**config.mk**
```make
export PLATFORM = sky130hd
export DESIGN_NAME = mostra_sequencia
export DESIGN_NICKNAME = d
export VERILOG_FILES = /design/src/rtl/mostra_sequencia.sv
export SDC_FILE = /design/constraint.sdc
export NUM_CORES = 1
export LEC_CHECK = 0
export BUFFER_PORTS_ARGS = -buffer_cell sky130_fd_sc_hd__buf_2
export CORE_MARGIN = 5
export CORE_UTILIZATION = 50
export DETAILED_ROUTE_END_ITERATION = 10
export PLACE_DENSITY = 0.74
export SLEW_MARGIN = 40
export SYNTH_ARGS = -nofsm -noshare
export SYNTH_HDL_FRONTEND = slang
export SYNTH_SLANG_ARGS = --single-unit
export TNS_END_PERCENT = 1
```
**constraint.sdc**
```tcl
create_clock -name clock -period 2.1 [get_ports clock]
set_input_delay 0.21 -clock clock [delete_from_list [all_inputs] [get_ports clock]]
set_output_delay 0.21 -clock clock [all_outputs]
set_load 0.05 [all_outputs]
```
**src/rtl/mostra_sequencia.sv**
```systemverilog
// -----------------------------------------------------------------------------
// mostra_sequencia
//
// Sequence presenter for the memory game. On 'iniciar' it walks the sequence
// memory from address 0 up to the latched 'limite' (inclusive), shows each
// stored 4-bit value on 'leds' for T_ON cycles, then pulses 'pronto' for one
// cycle and returns to idle.
//
// Configuration macro: SEQ_GAP_EN
//   defined   -> an 'apaga' state blanks the LEDs for T_OFF cycles between
//                consecutive values, so repeated equal values stay distinct.
//   undefined -> 'mostra' goes straight to 'proximo'; encoding 3 is unused.
//
// Parameters:
//   T_ON       cycles each value stays lit (>= 1)
//   T_OFF      blank cycles between values (>= 1), used only with SEQ_GAP_EN
//
// Ports:
//   clock      single clock, rising edge
//   reset      asynchronous, active-high; returns to 'inicial'
//   iniciar    start request, sampled only in 'inicial'
//   limite     last address shown, latched when 'iniciar' is accepted
//   dado       memory data for 'endereco' (synchronous read allowed)
//   endereco   memory address
//   leds       'dado' while in 'mostra', otherwise 0
//   exibindo   high in every state except 'inicial'
//   pronto     one-cycle completion pulse (state 'fim')
//   db_estado  state encoding for the debug hex display
// -----------------------------------------------------------------------------
module mostra_sequencia #(
  parameter int T_ON  = 1000,
  parameter int T_OFF = 500
) (
  input  logic       clock,
  input  logic       reset,
  input  logic       iniciar,
  input  logic [3:0] limite,
  input  logic [3:0] dado,
  output logic [3:0] endereco,
  output logic [3:0] leds,
  output logic       exibindo,
  output logic       pronto,
  output logic [3:0] db_estado
);

  localparam int T_MAX = (T_ON > T_OFF) ? T_ON : T_OFF;
  localparam int TW    = $clog2(T_MAX + 1);

  localparam logic [TW-1:0] TIMER_ON_LAST  = TW'(T_ON - 1);
  localparam logic [TW-1:0] TIMER_SAT      = TW'(T_MAX);
`ifdef SEQ_GAP_EN
  localparam logic [TW-1:0] TIMER_OFF_LAST = TW'(T_OFF - 1);
`endif

  typedef enum logic [3:0] {
    st_inicial    = 4'd0,
    st_preparacao = 4'd1,
    st_mostra     = 4'd2,
`ifdef SEQ_GAP_EN
    st_apaga      = 4'd3,
`endif
    st_proximo    = 4'd4,
    st_fim        = 4'd5
  } estado_t;

  estado_t       estado_reg;
  logic [3:0]    endereco_reg;
  logic [3:0]    limite_reg;
  logic [TW-1:0] timer_reg;

  // The address is updated on the edge that enters 'preparacao' / 'proximo',
  // so a synchronous-read memory has that whole cycle to present the new
  // word before 'mostra' starts displaying it.
  always_ff @(posedge clock or posedge reset) begin
    if (reset) begin
      estado_reg   <= st_inicial;
      endereco_reg <= 4'd0;
      limite_reg   <= 4'd0;
      timer_reg    <= '0;
    end else begin
      case (estado_reg)
        st_inicial: begin
          if (iniciar) begin
            limite_reg   <= limite;
            endereco_reg <= 4'd0;
            timer_reg    <= '0;
            estado_reg   <= st_preparacao;
          end
        end

        st_preparacao: begin
          timer_reg  <= '0;
          estado_reg <= st_mostra;
        end

        st_mostra: begin
          if (timer_reg == TIMER_ON_LAST) begin
            timer_reg <= '0;
            if (endereco_reg == limite_reg) begin
              // Last address: no increment, so the address never wraps.
              estado_reg <= st_fim;
            end else begin
`ifdef SEQ_GAP_EN
              estado_reg <= st_apaga;
`else
              endereco_reg <= endereco_reg + 4'd1;
              estado_reg   <= st_proximo;
`endif
            end
          end else if (timer_reg != TIMER_SAT) begin
            timer_reg <= timer_reg + 1'b1;
          end
        end

`ifdef SEQ_GAP_EN
        st_apaga: begin
          if (timer_reg == TIMER_OFF_LAST) begin
            timer_reg    <= '0;
            endereco_reg <= endereco_reg + 4'd1;
            estado_reg   <= st_proximo;
          end else if (timer_reg != TIMER_SAT) begin
            timer_reg <= timer_reg + 1'b1;
          end
        end
`endif

        st_proximo: begin
          timer_reg  <= '0;
          estado_reg <= st_mostra;
        end

        st_fim: begin
          estado_reg <= st_inicial;
        end

        default: begin
          estado_reg <= st_inicial;
        end
      endcase
    end
  end

  // Status outputs decode the state register only; 'leds' is deliberately
  // combinational from state and 'dado' so it tracks the memory word.
  assign endereco  = endereco_reg;
  assign exibindo  = (estado_reg != st_inicial);
  assign pronto    = (estado_reg == st_fim);
  assign db_estado = estado_reg;
  assign leds      = (estado_reg == st_mostra) ? dado : 4'b0000;

endmodule

```
# After elaboration in Yosys (flattened, before gate mapping)
# Index checks and enable logic that the tools add are counted.
[op_classes]
addsub = 2
n_mul = 0
div_mod_pow = 0
n_lt_le_gt_ge = 0
n_eq_ne = 11
shifts = 0
muxes = 13
bitwise = 0
reduce_logical = 9
[op_table]
columns = ["op", "count"]
rows = [
  ["two-way mux 10 bit", 3],
  ["one-hot mux 10 bit (3 select lines)", 1],
  ["two-way mux 4 bit", 6],
  ["one-hot mux 4 bit (3 select lines)", 1],
  ["adder 10 x 1 -> 10 bit, second input constant", 1],
  ["equality test 10 bit, second input constant", 1],
  ["inequality test 10 bit, second input constant", 1],
  ["equality test 4 x 3 -> 1 bit, second input constant", 2],
  ["one-hot mux 4 bit (2 select lines)", 1],
  ["inequality test 2 bit, second input constant", 3],
  ["adder 4 x 1 -> 4 bit, second input constant", 1],
  ["equality test 4 x 1 -> 1 bit, second input constant", 1],
  ["equality test 4 x 2 -> 1 bit, second input constant", 1],
  ["equality test 4 bit", 1],
  ["zero test 4 bit", 1],
  ["AND reduction 2 bit", 2],
  ["AND reduction 4 bit", 1],
  ["nonzero test 4 bit", 1],
  ["inequality test 3 bit, second input constant", 1],
  ["AND reduction 3 bit", 1],
  ["nonzero test 3 bit", 1],
  ["nonzero test 2 bit", 1],
  ["OR reduction 2 bit", 1],
  ["two-way mux 1 bit", 1],
]
[totals]
register_bits = 22
latchBits = 0
mem_bits_rw = 0
romBits = 0
inputBits = 11
output_inout_bits = 14
wordCells = 39
memories = 0

# Longest topological paths before layout
# Gate-level depths: netlist of run 1.
[depth]
word_depth = 4
ltp_mapped = 8
mapped_depth_nobuf = 7

# Worst setup path before layout of run 1
# OpenSTA, ideal clock, no wires.
[synth_path]
path_type = "register to register"
from = "register estado_reg[0] (netlist: db_estado[0])"
to = "register limite_reg[0]"
setup_ps = 125
arrival_time_ps = 2052
required_time_ps = 1975
slack_ps = -77
path_stages_with_launch = 4
path_buffers = 0
period_less_slack_ps = 2177
path_cell_list = "dfrtp_1 -> or3_1 -> nor2_1 -> mux2_2"
[synth_via]
elab_chain_cells = 2
[synth_rtl]
columns = ["element", "line", "source"]
rows = [
  ["start, declared", "66", "estado_t estado_reg;"],
  ["start signal, assigned", "76", "estado_reg <= st_inicial;"],
  ["start signal, assigned", "87", "estado_reg <= st_preparacao;"],
  ["start signal, assigned", "93", "estado_reg <= st_mostra;"],
  ["zero test 4 bit", "81", "case (estado_reg)"],
  ["AND reduction 2 bit (no source line)", "n/a", ""],
  ["end signal, assigned", "84", "limite_reg <= limite;"],
  ["end, declared", "68", "logic [3:0] limite_reg;"],
]
# Every way passes these cells.
# A chain may end at the register's enable or synchronous reset.

# Final worst setup path of run 1
[layout_path]
from = "register estado_reg[0] (netlist: db_estado[0])"
to = "output leds[1]"
[layout_via]
elab_chain_cells = 2
[layout_rtl]
columns = ["element", "line", "source"]
rows = [
  ["equality test 4 x 2 -> 1 bit", "149", "assign leds = (estado_reg == st_mostra) ? dado : 4'b0000;"],
  ["two-way mux 4 bit", "149", ""],
  ["end, declared", "40", "output logic [3:0] leds,"],
]
# Every way passes these cells.

==> results of run 1 <==
where the power goes:
group	switching [W]	leakage, nW	internal (W)	total (W)
Clock	0.000125	0.0177	0.0000711	0.000196
Combinational	0.000487	0.353	0.000296	0.000783
Sequential	0.0000754	0.280	0.000481	0.000557
Total	0.000687	0.651	0.000848	0.00154
repair_timing:
item,CTS,global route
endpoints found under the hold margin,0,21
gates resized for setup,0,0
hold buffers,0,1
placed cells by master, fill, tap and decap left out, types with 4 or more instances in the layout:
cell type,n
o21ai_0,9
and2_1,5
mux2_2,6
nor3_1,4
nor2_1,11
nand2_1,13
xnor2_1,5
buf_4,4
buf_2,23
dfrtp_1,21
a221o_1,5
path summary, 6_finish.rpt:
| kind | startpoint | slack [ns] | end | depth (start not counted) |
|---|---|---|---|---|
| max in group asynchronous | reset | 1.36 | timer_reg[5] | 3 |
| min in group asynchronous | reset | 0.44 | limite_reg[1] | 3 |
| hold / removal | limite[1] | 0.13 | limite_reg[1] | 2 |
| hold reg to reg | limite_reg[0] | 0.55 | limite_reg[0] | 1 |
| setup reg to reg | timer_reg[4] | 0.25 | timer_reg[6] | 5 |
| setup / recovery | db_estado[0] | 0.19 | leds[1] | 4 |
through the flow:
stage | instances | hold slack (ns) | total power [W] | utilization | area, um^2
after floorplan | 121 | 0.187 | 0.00115 | - | 1180
after global placement | 173 | 0.391 | 0.00133 | 0.602 | 1340
after detailed placement | 173 | 0.403 | 0.00135 | 0.602 | 1340
after CTS | 177 | 0.0548 | 0.00155 | 0.614 | 1370
after global routing | 178 | 0.105 | 0.00165 | 0.618 | 1380
final | 178 | 0.127 | 0.00154 | 0.618 | 1380
worst max-delay path, stage by stage, from the launching register on:
cell and delay, ns:
dfrtp_1 0.48, nor3b_2 0.35, buf_4 0.19, and2_1 0.11
buf_2 0.25
final cells by class:
| cell class | instances | area (um^2) | area share |
|---|---|---|---|
| Inverter | 4 | 15.0 | 0.0109 |
| Clock inverter | 1 | 5.00 | 0.00362 |
| Sequential cell | 21 | 526 | 0.380 |
| Clock buffer | 3 | 22.5 | 0.0163 |
| Timing Repair Buffer | 28 | 155 | 0.112 |
| Multi-Input combinational cell | 93 | 623 | 0.451 |
| Tap cell | 28 | 35.0 | 0.0254 |
synth_stat cells, types with 2 or more instances:
cell type / n
and2_1: 5
xor2_1: 3
dfrtp_1: 21
ha_1: 3
nor3_1: 4
nor2_1: 11
nand4_1: 3
nand3_1: 3
xnor2_1: 5
inv_1: 4
mux2_2: 6
buf_4: 2
a221o_1: 5
nand2_1: 13
nand3b_1: 3
o21ai_0: 9
nand2b_1: 3
logic make-up (layout without fill, tap and decap cells):
family,after synthesis,count (layout),share of synthesized area
AND/OR/NAND/NOR,54,54,0.250
AO/OA/AOI/OAI,21,21,0.123
flip-flops,21,21,0.446
XOR/XNOR,8,8,0.0595
buffers and inverters,7,36,0.0287
multiplexers,6,6,0.0574
adder cells (fa/ha/maj),3,3,0.0319
other,1,1,0.00319
metal layers:
layer	vias up	wire [um]
li1	483	-
met1	458	1050
met2	39	1040
met3	4	200
met4	0	48
met5	-	0
==> impl_metrics.tcl, run 1 <==
set metrics [dict create \
    cts_tree "done" \
    fin_crit_sh 0.908 \
    largest_reg_flops 10 \
    hold_viol_final 0 \
    overflow 0 \
    synth_edf_count 0 \
    ys_top_cells_by_area "dfrtp_1 45%, mux2_2 5.7%, a221o_1 4.3%" \
    core_area_um2 2230 \
    synth_top_area_frac 0.446 \
    clk_pin_slew_worst_paths_ns 0.12 \
    dp_slack_ns 0.261 \
    grt_start_max_net_pins 22 \
    max-cap-violations 0 \
    root_buffer "clkbuf_4" \
    cts.path.max_buffers 2 \
    final_nets 165 \
    postCtsSetupBuffers 0 \
    netlist_instances 121 \
    die_x_um 58.5 \
    min_period_ns 1.91 \
    hpwl_um 1780 \
    dieArea_um2 3430 \
    place_congestion 0.766 \
    power.leakage_nw 0.651 \
    ant_nets 0 \
    setup_ws_ns 0.193 \
    cts_sinks 21 \
    rsz0062_at_grt "no" \
    final.setup.tns_ns 0 \
    start_util 0.527 \
    ys_types 35 \
    drive_gt1_frac 0.293 \
    ys.flop_type "dfrtp_1" \
    viasPerCell 5.53 \
    fin_skew_ns 0.00187 \
    grt_pass1_wl_um 4250 \
    maxSlewViolCount 0 \
    crit_arrival_ns 1.70 \
    grt_pass1_vias 958 \
    path_class "flop to primary output" \
    drt_iter0_drc 35 \
    remaining_drc_errors 0 \
    cts_htree_levels 1 \
    antenna_found_initial 0 \
    ys_seq_elements 21 \
    synth_top_area_cell "dfrtp_1" \
    cp-end-kind "primary output" \
    drt-total-wl_um 2340 \
    setup_viol 0 \
    fmax_ghz 0.524 \
    drtPass1Iterations 4 \
    n_antenna_cell 0 \
    hp-class "input port to flop" \
    synth_nets 135 \
    portBuffers 23 \
    clock_latency_ns 0.30 \
    status "completed" \
    grt_use_met2 0.263 \
    nFillCells 198 \
    powerDensity_nw_per_um2 1110 \
    peakVddDrop_uv 824 \
    grt_usage 0.161 \
    cp.required_ns 1.89 \
    ys_async_sr_fraction 1.00 \
    postSynthAreaPerCell_um2 9.73 \
    yosysSeqAreaShare 0.446 \
    wl_per_cell_um 13.1 \
    numCtsBuffers 3 \
    die_y_um 58.5 \
    crit_path_max_fanout 8 \
    rows 17 \
    cp-start-kind "flop" \
    area_growth_pct 17.3 \
    syn_area_um2 1180 \
    vias 984 \
    grtUsageMet1 0.204 \
    yosysWarnings 0 \
    grt.busiest_layer "met2" \
    pin_count 25 \
    grt_util_met3 0.0219 \
]
Power figures use the tool's default switching activity.
==> run 2: changes to the inputs <==
clock period = 1.85 ns   (was 2.1 ns; I/O delays follow)
==> impl_metrics.tcl, run 2 (same netlist as run 1, synthesis figures left out) <==
set metrics [dict create \
    drt-total-wl_um 2490 \
    final_nets 177 \
    nFillCells 167 \
    drive_gt1_frac 0.370 \
    status "completed" \
    remaining_drc_errors 0 \
    setup_viol 0 \
    cts.path.max_buffers 2 \
    start_util 0.527 \
    crit_start "timer_reg[0]" \
    hold_start "limite[1]" \
    die_y_um 58.5 \
    cp_slowest_cell "or4_4" \
    grt_usage 0.153 \
    hp-class "input port to flop" \
    crit_path_max_fanout 7 \
    drt_iter0_drc 65 \
    min_period_ns 1.78 \
    max-cap-violations 0 \
    hold_viol_final 0 \
    dpl_cell_area_um2 1430 \
    root_buffer "clkbuf_4" \
    largest_reg_flops 10 \
    power.leakage_nw 0.723 \
    cp_top_family "simple AND/OR/NAND/NOR gates" \
    wl_per_cell_um 13.1 \
    fmax_ghz 0.563 \
    grt_start_max_net_pins 14 \
    timing.rr.start "timer_reg[0]" \
    crit_arrival_ns 1.98 \
    final.setup.tns_ns 0 \
    pin_count 25 \
    path_class "flop to flop" \
    drtPass1Iterations 4 \
    clock_latency_ns 0.31 \
    powerDensity_nw_per_um2 1260 \
    final_cell_mix "19 x buf_2, 19 x buf_4, 18 x dfrtp_1" \
    cp-start-kind "flop" \
    clk_pin_slew_worst_paths_ns 0.11 \
    place_congestion 0.793 \
    core_area_um2 2230 \
    viasPerCell 5.33 \
    hold_ws_ns 0.102 \
    crit_path_max_incr_delay_ns 0.43 \
    fin_skew_ns 0.000820 \
    cp-end-kind "flop" \
    vias 1013 \
    ant_nets 0 \
    cp.required_ns 2.05 \
    cp_cell_sequence "inv_1, ha_1, nand2_1, or4_4, a21oi_4, nor2_4, a221o_1" \
    rows 17 \
    cts_tree "done" \
    final_area_um2 1520 \
    dieArea_um2 3430 \
    cts_sinks 21 \
    portBuffers 23 \
    die_x_um 58.5 \
    n_antenna_cell 0 \
    grt_pass1_vias 920 \
    antenna_found_initial 0 \
    area_growth_pct 29.4 \
    rsz0062_at_grt "yes" \
    cp_num_buf_inv 1 \
    peakVddDrop_uv 1080 \
    maxSlewViolCount 0 \
    numCtsBuffers 3 \
    cts_htree_levels 1 \
    grt_pass1_wl_um 4060 \
    hpwl_um 1830 \
    overflow 0 \
    fin_crit_sh 0.960 \
]
[run 2: changes by cell type in the layout (fill, tap and decap cells not counted), sizes merged]
cell    change
clkinv      -1
buf        +12
clkbuf      +1
[run 2: layer usage]
metal / vias to the layer above / global-route usage / part of all wire
met5: - / 0 / 0
met4: 0 / 0.0695 / 0.019
met3: 5 / 0.0197 / 0.065
met2: 36 / 0.247 / 0.45
met1: 469 / 0.204 / 0.47
li1: 503 / - / -
[run 2: worst register-to-register path, stage by stage (launching register included)]
cell	delay [ns]
dfrtp_1	0.40
inv_1	0.08
ha_1	0.14
nand2_1	0.05
or4_4	0.43
a21oi_4	0.19
nor2_4	0.08
a221o_1	0.31
[run 2: what timing repair did]
action                                  CTS  global route
pin swaps                                 1             1
endpoints found under the hold margin     8             0
endpoints found under the setup margin    4             8
gates resized for setup                   5             6
hold buffers                              1             0
gates cloned                              0             0
buffers inserted                          1             1
[run 2: cell type report]
type                       instances  area (um^2)  area share
tap                               28         35.0      0.0230
inverter                           4         15.0     0.00985
sequential                        21          529       0.347
clock buffer                       4         26.3      0.0172
timing repair buffer              40          259       0.170
multi-input combinational         93          659       0.433
[run 2: metrics by stage]
step	std cells	total power, W	setup slack, ns	util
after global placement	183	0.00155	0.101	0.638
after floorplan	121	0.00132	0.0206	-
after detailed placement	183	0.00158	0.0593	0.638
after global routing	190	0.00203	-0.0288	0.682
after CTS	189	0.00185	0.0326	0.665
final	190	0.00191	0.0744	0.682
[run 2: worst paths after layout]
path                            endpoint  slack, ns  depth (start not counted)
min in group asynchronous  limite_reg[1]       0.36                          3
min                        limite_reg[1]       0.10                          2
max in group asynchronous   db_estado[2]       0.99                          4
min reg2reg                 db_estado[1]       0.54                          1
max                         timer_reg[5]       0.07                          7
max reg2reg                 timer_reg[5]       0.07                          7
[run 2: power by group]
part / switching [W] / internal [W]
sequential: 0.0000685 / 0.000550
combinational: 0.000631 / 0.000441
clock: 0.000139 / 0.0000843
==> run 3: changes to the inputs <==
CORE_UTILIZATION = 53   (was 50)
PLACE_DENSITY = 0.78   (was 0.74)
==> impl_metrics.tcl, run 3 (same netlist as run 1, synthesis figures left out) <==
set metrics [dict create \
    tightest_slew_ns 0.576 \
    peakVddDrop_uv 895 \
    cp.required_ns 2.05 \
    pwr-share-clk 0.117 \
    remaining_drc_errors 0 \
    r2r_slack_ns 0.06 \
    min_period_ns 1.79 \
    place_congestion 0.780 \
    cp-end-kind "flop" \
    grt_pass1_wl_um 4590 \
    setup_viol 0 \
    pin_count 25 \
    clk_pin_slew_worst_paths_ns 0.12 \
    max-cap-violations 0 \
    n_antenna_cell 0 \
    overflow 0 \
    seq_power_share 0.325 \
    grt_pass1_vias 1097 \
    clock_latency_ns 0.31 \
    final_area_um2 1530 \
    utilization 0.704 \
    fmax_ghz 0.559 \
    dpl_cell_area_um2 1440 \
    largest_reg_flops 10 \
    final_common_cell "buf_4" \
    grt_start_max_net_pins 16 \
    final_cell_mix "21 x buf_4, 19 x buf_2, 18 x dfrtp_1" \
    switching_power_w 0.000842 \
    vias 1057 \
    cp-start-kind "flop" \
    status "completed" \
    ant_nets 0 \
    portBuffers 23 \
    rows 17 \
    die_x_um 57.1 \
    powerDensity_nw_per_um2 1250 \
    core_area_um2 2170 \
    dieArea_um2 3260 \
    drt_iter0_drc 20 \
    final_nets 178 \
    die_y_um 57.1 \
    rsz0062_at_grt "yes" \
    setup_ws_ns 0.0620 \
    viasPerCell 5.53 \
    numCtsBuffers 3 \
    sw_frac_of_total 0.440 \
    crit_path_max_fanout 4 \
    crit_arrival_ns 1.99 \
    drive_gt1_frac 0.380 \
    drt-total-wl_um 2660 \
    area_growth_pct 29.8 \
    wl_per_cell_um 13.9 \
    cts_tree "done" \
    hp-class "input port to flop" \
    fin_skew_ns 0.00608 \
    cts.path.max_buffers 2 \
    hpwl_um 1950 \
    cts_sinks 21 \
    antenna_found_initial 0 \
    fin_crit_sh 0.967 \
    root_buffer "clkbuf_4" \
    drtPass1Iterations 4 \
    grt_usage 0.177 \
    dp_slack_ns 0.0257 \
    maxSlewViolCount 0 \
    hold_viol_final 0 \
    relSlewSlack 0.616 \
    internal_power_w 0.00107 \
    power_frac_comb 0.558 \
    path_class "flop to flop" \
    start_util 0.543 \
    cts_htree_levels 1 \
    power.leakage_nw 0.726 \
]
## run 3: changes by cell type in the layout (fill, tap and decap cells not counted), sizes merged
cell / before / now
buf: 39 / 40
## run 3: worst max-delay path, stage by stage, from the launching register on
cell and delay [ns]:
dfrtp_1 0.40, ha_1 0.19, nand3b_1 0.15, nor3_1 0.26
nand2b_2 0.23, buf_4 0.15, nor2_1 0.04, a221o_1 0.25
## run 3: layout make-up
cell class,count,area (um^2)
Timing Repair Buffer,41,263
Tap cell,28,35.0
Inverter,4,15.0
Clock buffer,4,26.3
Fill cell,161,642
Sequential cell,21,529
Multi-Input combinational cell,93,659
## run 3: worst paths after layout
path / from / end / cells after the start
min: limite[1] / limite_reg[1] / 2
min reg2reg: limite_reg[0] / limite_reg[0] / 1
max: timer_reg[1] / timer_reg[6] / 7
min in group asynchronous: reset / timer_reg[3] / 3
max reg2reg: timer_reg[1] / timer_reg[6] / 7
max in group asynchronous: reset / endereco[3] / 4
## run 3: power by group through the flow
stage	Clock [W]	Sequential, W	Combinational (W)
floorplan	0	0.000704	0.000616
global placement	0	0.000624	0.000942
detailed placement	0	0.000629	0.000967
CTS	0.000231	0.000621	0.00102
global route	0.000255	0.000637	0.00114
finish	0.000224	0.000622	0.00107
## run 3: what timing repair did
| item | CTS | global route |
|---|---|---|
| endpoints found under the hold margin | 14 | 0 |
| pin swaps | 1 | 1 |
| gates resized for setup | 5 | 7 |
| endpoints found under the setup margin | 4 | 11 |
| hold buffers | 1 | 0 |
| setup buffers | 1 | 0 |
## run 3: stage by stage
stage	hold slack (ns)	power [W]	instances	setup TNS (ns)
global placement	0.255	0.00157	185	0
global route	0.0881	0.00203	191	-0.342
finish	0.106	0.00192	191	0
detailed placement	0.264	0.00160	185	0
floorplan	0.161	0.00132	121	0
CTS	0.0989	0.00187	191	0
## run 3: routing by layer
| layer | wire, um | track usage | vias to the layer above |
|---|---|---|---|
| li1 | - | - | 508 |
| met1 | 1110 | 0.211 | 507 |
| met2 | 1340 | 0.312 | 35 |
| met3 | 148 | 0.0271 | 7 |
| met4 | 68 | 0.0795 | 0 |
| met5 | 0 | 0 | - |
